--- config.mk ---
export PLATFORM = sky130hd
export DESIGN_NAME = dma_dmem_req_seq
export DESIGN_NICKNAME = d
export VERILOG_FILES = /design/src/rtl/dma_dmem_req_seq.sv
export SDC_FILE = /design/constraint.sdc
export NUM_CORES = 1
export LEC_CHECK = 0
export BUFFER_PORTS_ARGS = -buffer_cell sky130_fd_sc_hd__buf_2
export CAP_MARGIN = 40
export CORE_ASPECT_RATIO = 1.2
export CORE_MARGIN = 2
export CORE_UTILIZATION = 45
export DETAILED_ROUTE_END_ITERATION = 10
export GPL_TIMING_DRIVEN = 0
export PLACE_DENSITY = 0.81
export SLEW_MARGIN = 25
export SYNTH_ARGS = -nofsm -noshare
export SYNTH_HDL_FRONTEND = slang
export SYNTH_SLANG_ARGS = --single-unit
--- constraint.sdc ---
create_clock -name clk_i -period 3.8 [get_ports clk_i]
set_input_delay 0.38 -clock clk_i [delete_from_list [all_inputs] [get_ports clk_i]]
set_output_delay 0.38 -clock clk_i [all_outputs]
set_load 0.005 [all_outputs]
--- src/rtl/dma_dmem_req_seq.sv ---
// DMA local-side DMEM sequencer: turns a byte-granular descriptor into masked word requests.
// Pull mode writes DMEM from an input stream; push mode reads DMEM into a back-pressured stream.
module dma_dmem_req_seq #(
  parameter int unsigned data_width_p = 32,
  parameter int unsigned dmem_size_p  = 1024,
  parameter int unsigned len_width_p  = 12,
  localparam int unsigned dmem_addr_width_lp = $clog2(dmem_size_p),
  localparam int unsigned mask_width_lp      = data_width_p / 8,
  localparam int unsigned boff_width_lp      = $clog2(mask_width_lp)
) (
  input  logic                                        clk_i,
  input  logic                                        reset_i,
  input  logic                                        start_i,
  input  logic                                        push_not_pull_i,
  input  logic [dmem_addr_width_lp+boff_width_lp-1:0] base_byte_addr_i,
  input  logic [len_width_p-1:0]                      num_bytes_i,
  output logic                                        busy_o,
  output logic                                        done_o,
  output logic                                        dmem_v_o,
  output logic                                        dmem_w_o,
  output logic [dmem_addr_width_lp-1:0]               dmem_addr_o,
  output logic [mask_width_lp-1:0]                    dmem_mask_o,
  output logic [data_width_p-1:0]                     dmem_data_o,
  input  logic                                        dmem_yumi_i,
  input  logic [data_width_p-1:0]                     dmem_rdata_i,
  input  logic                                        in_v_i,
  input  logic [data_width_p-1:0]                     in_data_i,
  output logic                                        in_yumi_o,
  output logic                                        out_v_o,
  output logic [data_width_p-1:0]                     out_data_o,
  output logic [mask_width_lp-1:0]                    out_mask_o,
  output logic                                        out_last_o,
  input  logic                                        out_ready_i
);

  localparam int unsigned cnt_width_lp = len_width_p + 1;

  typedef enum logic [1:0] {StIdle, StIssue, StDrain, StDone} state_e;

  state_e state_q, state_d;

  logic                          push_q;
  logic [dmem_addr_width_lp-1:0] addr_q;
  logic [cnt_width_lp-1:0]       words_left_q;
  logic                          first_q;
  logic [mask_width_lp-1:0]      first_mask_q, last_mask_q;

  logic                          inflight_q, inflight_d;
  logic [mask_width_lp-1:0]      inflight_mask_q;
  logic                          inflight_last_q;

  logic [data_width_p-1:0]       buf_data_q [2];
  logic [mask_width_lp-1:0]      buf_mask_q [2];
  logic                          buf_last_q [2];
  logic                          wr_ptr_q, rd_ptr_q;
  logic [1:0]                    count_q, count_d;

  // Descriptor decode, only meaningful in the start cycle.
  logic [boff_width_lp-1:0]      start_off, end_off;
  logic [cnt_width_lp-1:0]       total_bytes, start_words;
  logic [mask_width_lp-1:0]      start_first_mask, start_last_mask;
  logic                          start_fire;

  assign start_fire  = (state_q == StIdle) & start_i;
  assign start_off   = base_byte_addr_i[boff_width_lp-1:0];
  assign total_bytes = cnt_width_lp'(start_off) + cnt_width_lp'(num_bytes_i);
  // Ceiling division without widening past cnt_width_lp.
  assign start_words = (total_bytes >> boff_width_lp)
                     + cnt_width_lp'(|total_bytes[boff_width_lp-1:0]);
  assign end_off     = boff_width_lp'(total_bytes - cnt_width_lp'(1));

  always_comb begin
    start_first_mask = '0;
    start_last_mask  = '0;
    for (int unsigned i = 0; i < mask_width_lp; i++) begin
      start_first_mask[i] = boff_width_lp'(i) >= start_off;
      start_last_mask[i]  = boff_width_lp'(i) <= end_off;
    end
  end

  // Request side.
  logic                     last_word, room, req_v, accept;
  logic [mask_width_lp-1:0] cur_mask;

  assign last_word = (words_left_q == cnt_width_lp'(1));

  always_comb begin
    cur_mask = '1;
    if (first_q)   cur_mask = cur_mask & first_mask_q;
    if (last_word) cur_mask = cur_mask & last_mask_q;
  end

  // Buffered words plus the read in flight must never exceed the two buffer slots.
  assign room   = ({1'b0, count_q} + {2'b00, inflight_q}) < 3'd2;
  assign req_v  = (state_q == StIssue) & (push_q ? room : in_v_i);
  assign accept = req_v & dmem_yumi_i;

  assign inflight_d = push_q & accept;

  // Output stream: buffer head, or bypass of the returning read when the buffer is empty.
  logic buf_enq, buf_deq;

  assign out_v_o = (count_q != 2'd0) | inflight_q;
  assign buf_deq = (count_q != 2'd0) & out_ready_i;
  assign buf_enq = inflight_q & ~((count_q == 2'd0) & out_ready_i);

  always_comb begin
    count_d = count_q;
    if (buf_enq) count_d = count_d + 2'd1;
    if (buf_deq) count_d = count_d - 2'd1;
  end

  always_comb begin
    out_data_o = '0;
    out_mask_o = '0;
    out_last_o = 1'b0;
    if (count_q != 2'd0) begin
      out_data_o = buf_data_q[rd_ptr_q];
      out_mask_o = buf_mask_q[rd_ptr_q];
      out_last_o = buf_last_q[rd_ptr_q];
    end else if (inflight_q) begin
      out_data_o = dmem_rdata_i;
      out_mask_o = inflight_mask_q;
      out_last_o = inflight_last_q;
    end
  end

  always_comb begin
    state_d = state_q;
    unique case (state_q)
      StIdle: begin
        if (start_i) state_d = (num_bytes_i == '0) ? StDone : StIssue;
      end
      StIssue: begin
        if (accept && last_word) state_d = push_q ? StDrain : StDone;
      end
      StDrain: begin
        if (count_d == 2'd0 && !inflight_d) state_d = StDone;
      end
      StDone: state_d = StIdle;
      default: state_d = StIdle;
    endcase
  end

  always_ff @(posedge clk_i or posedge reset_i) begin
    if (reset_i) begin
      state_q         <= StIdle;
      push_q          <= 1'b0;
      addr_q          <= '0;
      words_left_q    <= '0;
      first_q         <= 1'b0;
      first_mask_q    <= '0;
      last_mask_q     <= '0;
      inflight_q      <= 1'b0;
      inflight_mask_q <= '0;
      inflight_last_q <= 1'b0;
    end else begin
      state_q    <= state_d;
      inflight_q <= inflight_d;
      if (accept) begin
        inflight_mask_q <= cur_mask;
        inflight_last_q <= last_word;
      end
      if (start_fire) begin
        push_q       <= push_not_pull_i;
        addr_q       <= base_byte_addr_i[dmem_addr_width_lp+boff_width_lp-1:boff_width_lp];
        words_left_q <= start_words;
        first_q      <= 1'b1;
        first_mask_q <= start_first_mask;
        last_mask_q  <= start_last_mask;
      end else if (accept) begin
        addr_q       <= addr_q + dmem_addr_width_lp'(1);
        words_left_q <= words_left_q - cnt_width_lp'(1);
        first_q      <= 1'b0;
      end
    end
  end

  always_ff @(posedge clk_i or posedge reset_i) begin
    if (reset_i) begin
      count_q  <= 2'd0;
      wr_ptr_q <= 1'b0;
      rd_ptr_q <= 1'b0;
      for (int i = 0; i < 2; i++) begin
        buf_data_q[i] <= '0;
        buf_mask_q[i] <= '0;
        buf_last_q[i] <= 1'b0;
      end
    end else begin
      count_q <= count_d;
      if (buf_enq) begin
        buf_data_q[wr_ptr_q] <= dmem_rdata_i;
        buf_mask_q[wr_ptr_q] <= inflight_mask_q;
        buf_last_q[wr_ptr_q] <= inflight_last_q;
        wr_ptr_q             <= ~wr_ptr_q;
      end
      if (buf_deq) rd_ptr_q <= ~rd_ptr_q;
    end
  end

  assign busy_o      = (state_q != StIdle);
  assign done_o      = (state_q == StDone);
  assign dmem_v_o    = req_v;
  assign dmem_w_o    = (state_q == StIssue) & ~push_q;
  assign dmem_addr_o = addr_q;
  assign dmem_mask_o = (state_q == StIssue) ? cur_mask : '0;
  assign dmem_data_o = push_q ? '0 : in_data_i;
  // Pull-mode accept is forwarded straight to the source stream.
  assign in_yumi_o   = accept & ~push_q;

endmodule
==> impl_results.md <==
- Clk_lat worst skew: 410 ps
- Iter 0 DRT Violations: roughly 350
- RSZ-0062 raised after global routing: false
- Yosys cell types: between 50 and 60
- Static Leakage: about 4.1 nW
- Relative slew slack: a little under half
- Sequential cell area fraction in the yosys report: roughly 44%
- Cells after Synth: approximately 650
- Die span in x: 115 um
- Mapped Avg Cell Area: ~10 um^2
- First-pass GRT wire length: approximately 26 mm
- Routed vias/inst: 5.36
- Critical path class: flop to flop
- Max Cap Viol: 0
- Total track usage: 21.1%
- Die height: around 140 um
- M3 GR Usage: 4.25%
- Busiest layer in global routing: met2
- Synth-to-Final Area Change: 26.1%
- Htree depth: 4
- # diodes: 0
- Wirelength, routed: between 15 and 20 mm
- Crit. End Element: flop
- Status: completed
- Peak Freq: ~350 MHz
- Worst path buffer plus inverter count: 3
- Hold_buf cts: 1
- Row cnt: 48
- Placeable Area: 14400 um^2
- Share of the core filled with cells: around three fifths
- Vias: roughly 5500
- Global route overflow: 0
- Worst hold path class: input port to flop
- Slew @ Worst Pin: just over 800 ps
- Final Slew Violations: 0
- # Post-CTS Setup Buffers: 0
- Final Skew: 8.83 ps
- Number of buffers created by CTS: 17
- Pin count of the biggest net entering global routing: 78
- Placed inst area: approximately 7800 um^2
- Power per Cell Area: 729 nW/um^2
- Min Tclk post-route: 2850 ps
- Max VDD drop: between 300 and 400 uV
- Ys flop type: dfrtp_1
- Io pins: ~180
- Starting Density: a little under half
- Ratio of cells with drive above 1 in the final layout: a little over a third
- Post-synthesis async set-or-reset flop share: between 90% and 100%
- Total power: roughly 6.1 mW
- Worst path required time: 4090 ps
- Worst-path cell chain: inv_1, ha_1, clkbuf_1, nand2_1, nand3_1, clkbuf_1, mux2_2
- Die Area: approximately 16000 um^2
- Fin. Hold Viols: 0
- Slowest stage delay, CP: ~570 ps
- #FFs+latches synth: approximately 120
- Clock slew seen by the registers of the worst setup and hold paths: 60 ps
- Root Buffer: clkbuf_16
- Number of remaining DRC errors: 0
- GPL Wtd Cong: 0.826
- IO buf count: 178
- Vias in the first global route: 5485
- 1st-pass router iterations: 4
- CTS resizes: 0
- Final Cycle Share: between 70% and 80%
- Wirelength per Cell: ~16 um
- Nature of the critical path startpoint: flop
- Initial antenna violation count: 0
- CP most frequent cell: clkbuf_1
- Post-synth EDFFs: 0
- Num Clock Sinks: around 120
- CTS tree: built
- Yosys warns: 0
- Bufs on Longest Clock Path: 2
- Nets: approximately 960
- HPWL Detailed: about 12 mm
- Mapped Area: ~6600 um^2
- Worst Path Max Fanout: 10
- Syn Nets: ~760
- CP max stage cell: clkbuf_1
- Met1 Use GR: approximately a quarter
- Crit path max-delay family: buffers and inverters
- Final Setup Violations: 0
- Final non-filler cell area: 8390 um^2
- Post-route ant nets: 0
- Critical Path AT: around 3100 ps
- GR Layer Usage met2: between 30 and 40%
==> cell usage in the layout, fill, tap and decap left out, types with 3 or more instances in the layout <==
cell,count
and2_1,6
mux2i_1,40
nor3_1,7
nand2_1,49
a21oi_1,8
nand3_1,39
buf_2,185
a31oi_1,3
a211oi_1,3
nor4_1,7
ha_1,15
nor2b_1,32
o21ai_0,64
nand4_1,9
and4_1,3
buf_1,5
xor2_1,16
inv_1,17
o22ai_1,5
clkinvlp_4,6
dfrtp_1,118
and3_1,9
clkinv_4,5
mux2_2,75
clkbuf_1,27
xnor2_1,22
nor2_1,25
clkbuf_16,17
==> path summary, 6_finish.rpt <==
path | endpoint | slack, ps | depth (start not counted) | startpoint
worst max-delay path | buf_data_q[17] | 950 | 7 | count_q[0]
worst min-delay path | dmem_addr_o[3] | 170 | 3 | base_byte_addr_i[5]
worst max register to register | buf_data_q[17] | 950 | 7 | count_q[0]
worst min register to register | last_mask_q[3] | 500 | 2 | last_mask_q[3]
max in group asynchronous | buf_last_q[0] | 2570 | 4 | reset_i
min in group asynchronous | dmem_addr_o[7] | 520 | 3 | reset_i
==> where the power goes <==
part,switching (mW),leakage [nW],internal [mW]
registers,0.362,1.50,1.76
clock network,0.590,0.267,0.964
logic,1.28,2.30,1.15
total,2.23,4.07,3.88
==> per-stage QoR <==
stage / setup TNS, ps / cells / setup WS, ps / hold WS (ps)
floorplan: 0 / 648 / 291 / 447
global placement: -114190 / 1001 / -975 / 466
detailed placement: 0 / 1002 / 566 / 422
CTS: 0 / 1035 / 948 / 153
global route: 0 / 1035 / 693 / 171
finish: 0 / 1035 / 950 / 168
==> registers in the layout, summed over array words and instances (netlist names), 2 cells and up <==
signal and count:
buf_mask_q 8, words_left_q 13, count_q 2, dmem_addr_o 10, state_q 2, buf_last_q 2
last_mask_q 4, inflight_mask_q 4, first_mask_q 3, buf_data_q 64
==> layer usage <==
metal | vias up | part of all wire [%]
met4 | 0 | 1.4
li1 | 2700 | -
met3 | 25 | 4.2
met2 | 132 | 53
met5 | - | 0
met1 | 2686 | 41
==> synth_stat cells (3+ instances only) <==
master,number,area (um^2)
a21oi_1,8,40.0
a211oi_1,3,22.5
nor2b_1,32,200
clkbuf_1,27,101
and4_1,3,26.3
xnor2_1,22,193
and3_1,9,56.3
nand2_1,49,184
buf_1,5,18.8
ha_1,15,188
mux2i_1,40,400
o21ai_0,64,320
nand4_1,9,56.3
dfrtp_1,118,2950
and2_1,6,37.5
a31oi_1,3,18.8
mux2_2,75,845
nand3_1,39,195
inv_1,18,67.6
nor3_1,7,35.0
nor4_1,7,43.8
o22ai_1,5,31.3
nor2_1,25,93.8
buf_2,7,35.0
xor2_1,16,140
==> cell families after synthesis <==
family	count (synthesis)	share of synthesized area, %
simple gates	202	16.4
flops	118	44.4
mux	116	18.9
compound gates	99	8.53
buf+inv	59	3.58
xor+xnor	38	5.01
fa+ha+maj	16	3.12
==> final cells by class <==
type	instances	area (um^2)
Inverter	19	76.3
Sequential cell	118	2950
Buffer	40	166
Timing Repair Buffer	180	928
Fill cell	1232	6030
Tap cell	175	219
Clock buffer	17	425
Multi-Input combinational cell	471	3460
Clock inverter	15	159
==> worst reg2reg max path: cells and delay by family, from the launching register on <==
kind / cells / cell delay (ps)
muxes: 1 / 420
adders and majority gates: 1 / 150
buffers and inverters: 3 / 1110
DFF: 1 / 440
and+or+nand+nor: 2 / 610
Note: power is estimated with default switching activity, not from simulation.
